--- config.mk ---
export PLATFORM = sky130hd
export DESIGN_NAME = vxe_txnres_status_queue
export DESIGN_NICKNAME = d
export VERILOG_FILES = /design/src/rtl/vxe_txnres_status_queue.sv
export SDC_FILE = /design/constraint.sdc
export NUM_CORES = 1
export LEC_CHECK = 0
export CAP_MARGIN = 20
export CORE_MARGIN = 5
export CORE_UTILIZATION = 45
export CTS_CLUSTER_DIAMETER = 30
export DETAILED_ROUTE_END_ITERATION = 12
export MAX_ROUTING_LAYER = met4
export PLACE_DENSITY = 0.76
export SLEW_MARGIN = 20
export SYNTH_ARGS = -nofsm -noshare
export SYNTH_HDL_FRONTEND = slang
export SYNTH_SLANG_ARGS = --single-unit
--- constraint.sdc ---
create_clock -name clk -period 2.3 [get_ports clk]
set_input_delay 0.23 -clock clk [delete_from_list [all_inputs] [get_ports clk]]
set_output_delay 0.23 -clock clk [all_outputs]
set_load 0.02 [all_outputs]
--- src/rtl/vxe_txnres_status_queue.sv ---
// Transaction response status queue: small FIFO of {txnid, rnw, err} records
// with sticky error flag and per-direction accepted-response counters.
module vxe_txnres_status_queue #(
  parameter int TXNID_W = 6,
  parameter int DEPTH   = 4,
  parameter int CNT_W   = 16
) (
  input  logic                   clk,
  input  logic                   nrst,
  input  logic [TXNID_W+2:0]     i_res_vec_txn,
  input  logic                   i_res_valid,
  output logic                   o_res_rdy,
  output logic [TXNID_W-1:0]     o_txnid,
  output logic                   o_rnw,
  output logic [1:0]             o_err,
  output logic                   o_valid,
  input  logic                   i_rdy,
  output logic [$clog2(DEPTH):0] o_count,
  output logic                   o_err_seen,
  input  logic                   i_err_clr,
  output logic [CNT_W-1:0]       o_rd_cnt,
  output logic [CNT_W-1:0]       o_wr_cnt
);

  localparam int PTR_W = $clog2(DEPTH);
  localparam int VEC_W = TXNID_W + 3;
  localparam logic [PTR_W-1:0] PTR_ONE  = PTR_W'(1);
  localparam logic [PTR_W:0]   CNT_STEP = (PTR_W+1)'(1);
  localparam logic [PTR_W:0]   FULL_CNT = (PTR_W+1)'(DEPTH);
  localparam logic [CNT_W-1:0] RSP_ONE  = CNT_W'(1);

  logic [VEC_W-1:0] r_mem [DEPTH];
  logic [PTR_W-1:0] r_wptr;
  logic [PTR_W-1:0] r_rptr;
  logic [PTR_W:0]   r_count;
  logic [CNT_W-1:0] r_rd_cnt;
  logic [CNT_W-1:0] r_wr_cnt;
  logic             r_err_seen;

  logic             w_res_rdy;
  logic             w_valid;
  logic             w_push;
  logic             w_pop;
  logic [VEC_W-1:0] w_head;
  logic             w_push_rnw;
  logic             w_push_err;

  // Handshake qualifiers derived from registered occupancy only
  always_comb begin
    w_res_rdy  = (r_count != FULL_CNT);
    w_valid    = (r_count != {(PTR_W+1){1'b0}});
    w_push     = i_res_valid && w_res_rdy;
    w_pop      = w_valid && i_rdy;
    w_head     = r_mem[r_rptr];
    w_push_rnw = i_res_vec_txn[2];
    w_push_err = (i_res_vec_txn[1:0] != 2'b00);
  end

  // Entry storage and write pointer
  always_ff @(posedge clk or negedge nrst) begin
    if (!nrst) begin
      for (int i = 0; i < DEPTH; i++) begin
        r_mem[i] <= {VEC_W{1'b0}};
      end
      r_wptr <= {PTR_W{1'b0}};
    end else if (w_push) begin
      r_mem[r_wptr] <= i_res_vec_txn;
      r_wptr        <= r_wptr + PTR_ONE;
    end else begin
      r_wptr <= r_wptr;
    end
  end

  // Read pointer advances on each pop
  always_ff @(posedge clk or negedge nrst) begin
    if (!nrst) begin
      r_rptr <= {PTR_W{1'b0}};
    end else if (w_pop) begin
      r_rptr <= r_rptr + PTR_ONE;
    end else begin
      r_rptr <= r_rptr;
    end
  end

  // Occupancy; simultaneous push and pop cancel out
  always_ff @(posedge clk or negedge nrst) begin
    if (!nrst) begin
      r_count <= {(PTR_W+1){1'b0}};
    end else begin
      case ({w_push, w_pop})
        2'b10:   r_count <= r_count + CNT_STEP;
        2'b01:   r_count <= r_count - CNT_STEP;
        default: r_count <= r_count;
      endcase
    end
  end

  // Accepted-response counters split by direction, wrapping naturally
  always_ff @(posedge clk or negedge nrst) begin
    if (!nrst) begin
      r_rd_cnt <= {CNT_W{1'b0}};
      r_wr_cnt <= {CNT_W{1'b0}};
    end else if (w_push && w_push_rnw) begin
      r_rd_cnt <= r_rd_cnt + RSP_ONE;
    end else if (w_push) begin
      r_wr_cnt <= r_wr_cnt + RSP_ONE;
    end else begin
      r_rd_cnt <= r_rd_cnt;
      r_wr_cnt <= r_wr_cnt;
    end
  end

  // Sticky error flag; a new error outranks a clear in the same cycle
  always_ff @(posedge clk or negedge nrst) begin
    if (!nrst) begin
      r_err_seen <= 1'b0;
    end else if (w_push && w_push_err) begin
      r_err_seen <= 1'b1;
    end else if (i_err_clr) begin
      r_err_seen <= 1'b0;
    end else begin
      r_err_seen <= r_err_seen;
    end
  end

  // Head fields are forced to zero while the queue is empty
  always_comb begin
    o_txnid = {TXNID_W{1'b0}};
    o_rnw   = 1'b0;
    o_err   = 2'b00;
    if (w_valid) begin
      o_txnid = w_head[VEC_W-1:3];
      o_rnw   = w_head[2];
      o_err   = w_head[1:0];
    end else begin
      o_txnid = {TXNID_W{1'b0}};
      o_rnw   = 1'b0;
      o_err   = 2'b00;
    end
  end

  assign o_res_rdy  = w_res_rdy;
  assign o_valid    = w_valid;
  assign o_count    = r_count;
  assign o_err_seen = r_err_seen;
  assign o_rd_cnt   = r_rd_cnt;
  assign o_wr_cnt   = r_wr_cnt;

endmodule
==> metrics.md <==
| Metric | Value |
|---|---|
| Total routed wirelength | 7.025 mm |
| Detailed-route via count | 2289 |
| Hold WC Path Type | in -> async |
| DR WL/cell | 15.82 um |
| Post-Syn Area | 3491 um2 |
| Worst-path clk slew | ~80 ps |
| Slew Viols, Final | 0 |
| Final TNS setup | 0 ps |
| I/O Buffers | 60 |
| Core area | 7647 um2 |
| Startpoint types | register |
| Starting Density | between 40% and 50% |
| Min cycle time layout | approximately 2200 ps |
| Final setup vio count | 0 |
| Skew-Pair Late Insertion Delay | 340 ps |
| Comb pwr share | 43.0% |
| IO Count | 61 |
| Max Fclk | between 400 and 500 MHz |
| Num CTS Buffers | 9 |
| Starting DRC count in detailed routing | 48 |
| CP Max Fanout | 10 |
| Met1 usage | between 20% and 30% |
| Top cell type's share of synthesized area | 54.48% |
| Dpl cells | about 430 |
| Leakage | 0.001944 uW |
| Maximum VDD drop | between 0.0005 and 0.0006 V |
| Via density | 5.155 |
| Die footprint | between 9000 and 10000 um2 |
| Remaining antenna violation count | 0 |
| Yosys reg bits | 76 |
| Power per cell area | 1261 nW/um2 |
| Crit path kind | reg -> out |
| Share of layout cells above drive strength 1 | 23.98% |
| Library cells used by synthesis | 33 |
| Clock Power Share | 17.4% |
| Sequential share of the synthesized area | 54.48% |
| NetSw | 1972 uW |
| Outcome | finished clean |
| Pin count of the biggest net entering global routing | 34 |
| Pre-CTS setup slack | 192.6 ps |
| Nets | between 300 and 400 |
| Critical path arrival | between 1500 and 2000 ps |
| RSZ-0062 raised after global routing | no |
| Sequential fraction of design power | 39.5% |
| Crit path capture type | output pin |
| Vias in the first global route | ~2400 |
| Net Sw Frac | a little over a third |
| Syn Area/Cell | 13.37 um2 |
| Met3 Use GR | 2.929% |
| Clock buffer depth | 2 |
| H-tree levels | 3 |
| Area contributors post-synth | dfrtp_1 (54%), mux2_2 (12%), mux4_2 (5.8%) |
| Warnings, synthesis | 0 |
| Die height | 98.08 um |
| Hold Vio Cnt, Final | 0 |
| Rows | 32 |
| Cell Count, Final, Fillers Out | 444 |
| Initial antenna violation count | 0 |
| Die Width | 98.08 um |
| Area leader, netlist | dfrtp_1 |
| Routability congestion estimate | 0.8317 |
| Layout area overhead | 27.81% |
| Overflow after GRT | 0 |
| DRT Pass-1 Iters | 4 |
| DR DRC count | 0 |
| Worst setup margin | 147.8 ps |
| Max Cap Violations | 0 |
| CTS sink cnt | 76 |
| Final worst path period share | 93.57% |
| N_diodes | 0 |
| First-pass GRT wire length | between 10 and 15 mm |
| # fillers | 639 |
| Worst Path Required | 2070 ps |
| Placed wire-length estimate | ~5.2 mm |
| Fin Clk Skew | 8.470 ps |
| Mapped Cells | 261 |
| Clock root buffer | clkbuf_8 |
| Worst slew pin tran | roughly 700 ps |
| Int Pwr | 3653 uW |
| Gr busiest metal | met2 |
| TritonCTS clock tree | done |
| Met2 Usage GRT | between 20% and 30% |
| GRT Total Usage | 16.01% |
| Syn Nets | 283 |
| Slew HR | 54.28% |
==> cell families after synthesis <==
group	count (synthesis)	synth area share (%)
AND/OR/NAND/NOR	76	12.94
flip-flops	76	54.48
multiplexers	48	18.35
XOR/XNOR	36	9.032
buffers and inverters	14	1.685
adder cells (fa/ha/maj)	8	3.082
AO/OA/AOI/OAI	3	0.4300
==> layout make-up <==
| type | instances | area (um2) | area share [%] |
|---|---|---|---|
| Inverter | 9 | 33.78 | 0.7572 |
| Timing Repair Buffer | 70 | 674.4 | 15.11 |
| Tap cell | 102 | 127.6 | 2.860 |
| Clock buffer | 10 | 127.6 | 2.860 |
| Sequential cell | 76 | 1903 | 42.65 |
| Multi-Input combinational cell | 171 | 1530 | 34.30 |
| Clock inverter | 6 | 65.06 | 1.458 |
==> worst paths after layout <==
check / cells after the start / slack (ps) / from / endpoint
setup / recovery: 3 / 150 / o_count[0]$_DFFE_PN0P_ / o_valid
hold / removal: 2 / 470 / nrst / r_mem[12]$_DFFE_PN0P_
setup reg to reg: 9 / 270 / o_count[0]$_DFFE_PN0P_ / o_count[2]$_DFFE_PN0P_
hold reg to reg: 1 / 470 / o_wr_cnt[15]$_DFFE_PN0P_ / o_wr_cnt[15]$_DFFE_PN0P_
max in group asynchronous: 3 / 1150 / nrst / o_count[2]$_DFFE_PN0P_
min in group clk: 1 / 470 / o_wr_cnt[15]$_DFFE_PN0P_ / o_wr_cnt[15]$_DFFE_PN0P_
==> cells in the mapped netlist <==
| cell type | instances |
|---|---|
| nand2b_1 | 1 |
| nor2_4 | 1 |
| nand2_4 | 2 |
| ha_1 | 7 |
| xor2_1 | 14 |
| or3_1 | 1 |
| fa_1 | 1 |
| nor3_2 | 1 |
| or4_4 | 1 |
| dfrtp_1 | 76 |
| and2_1 | 10 |
| mux2_2 | 38 |
| and4_1 | 2 |
| nand3b_1 | 1 |
| mux2i_1 | 1 |
| nor4_1 | 2 |
| nor3_1 | 5 |
| inv_1 | 9 |
| and3_1 | 5 |
| mux4_2 | 9 |
| nor2_1 | 6 |
| xnor2_1 | 22 |
| nand2_2 | 2 |
| buf_4 | 1 |
| nand4_1 | 7 |
| o21ai_0 | 3 |
| nand4b_1 | 2 |
| nand2_1 | 20 |
| nand3_1 | 5 |
| buf_2 | 2 |
| clkbuf_1 | 2 |
| nor4_2 | 1 |
| nor3b_4 | 1 |
==> through the flow <==
step	power [uW]	instance area [um2]	hold slack, ps	utilization (%)
global route	5984	4462	513.5	58.34
finish	5625	4462	467.0	58.34
CTS	5693	4462	468.6	58.34
detailed placement	4825	4269	308.1	55.82
global placement	4742	4269	308.5	55.82
floorplan	3803	3491	-65.59	-
==> timing repair <==
action / 4_1_cts / 5_1_grt
hold endpoints to repair: 27 / 0
resized for setup: 10 / 0
hold buffers: 1 / 0
setup endpoints to repair: 9 / 0
setup buffers: 0 / 0
==> critical path, stage by stage (launching register included) <==
cell	delay, ps
dfrtp_1	460
or3_1	400
buf_4	180
clkdlybuf4s50_1	540
==> power by group through the flow <==
stage,Sequential (uW),Combinational [uW],Clock (uW)
after detailed placement,2250,2580,0
after global placement,2220,2520,0
after CTS,2230,2460,1010
after floorplan,2250,1560,0
final,2220,2420,981
after global routing,2300,2620,1060
==> layer usage <==
| layer | vias up | routed length [um] |
|---|---|---|
| li1 | 1066 | - |
| met1 | 1173 | 3176 |
| met2 | 41 | 3531 |
| met3 | 9 | 209 |
| met4 | 0 | 108 |
| met5 | - | 0 |
==> placed cells by master, fill, tap and decap left out, drive strengths merged, types with 9 or more instances in the layout <==
cell	instances
xor2	14
dfrtp	76
buf	10
and2	10
clkbuf	10
mux4	9
nand2	24
xnor2	22
inv	9
clkdlybuf4s50	50
mux2	38
dlygate4sd2	9
==> sequential cells by signal, summed over array words and instances, names as in the netlist <==
name	cells
o_wr_cnt	16
o_count	3
o_rd_cnt	16
o_err_seen	1
r_wptr	2
r_rptr	2
r_mem	36
Note: power is estimated with default switching activity, not from simulation.
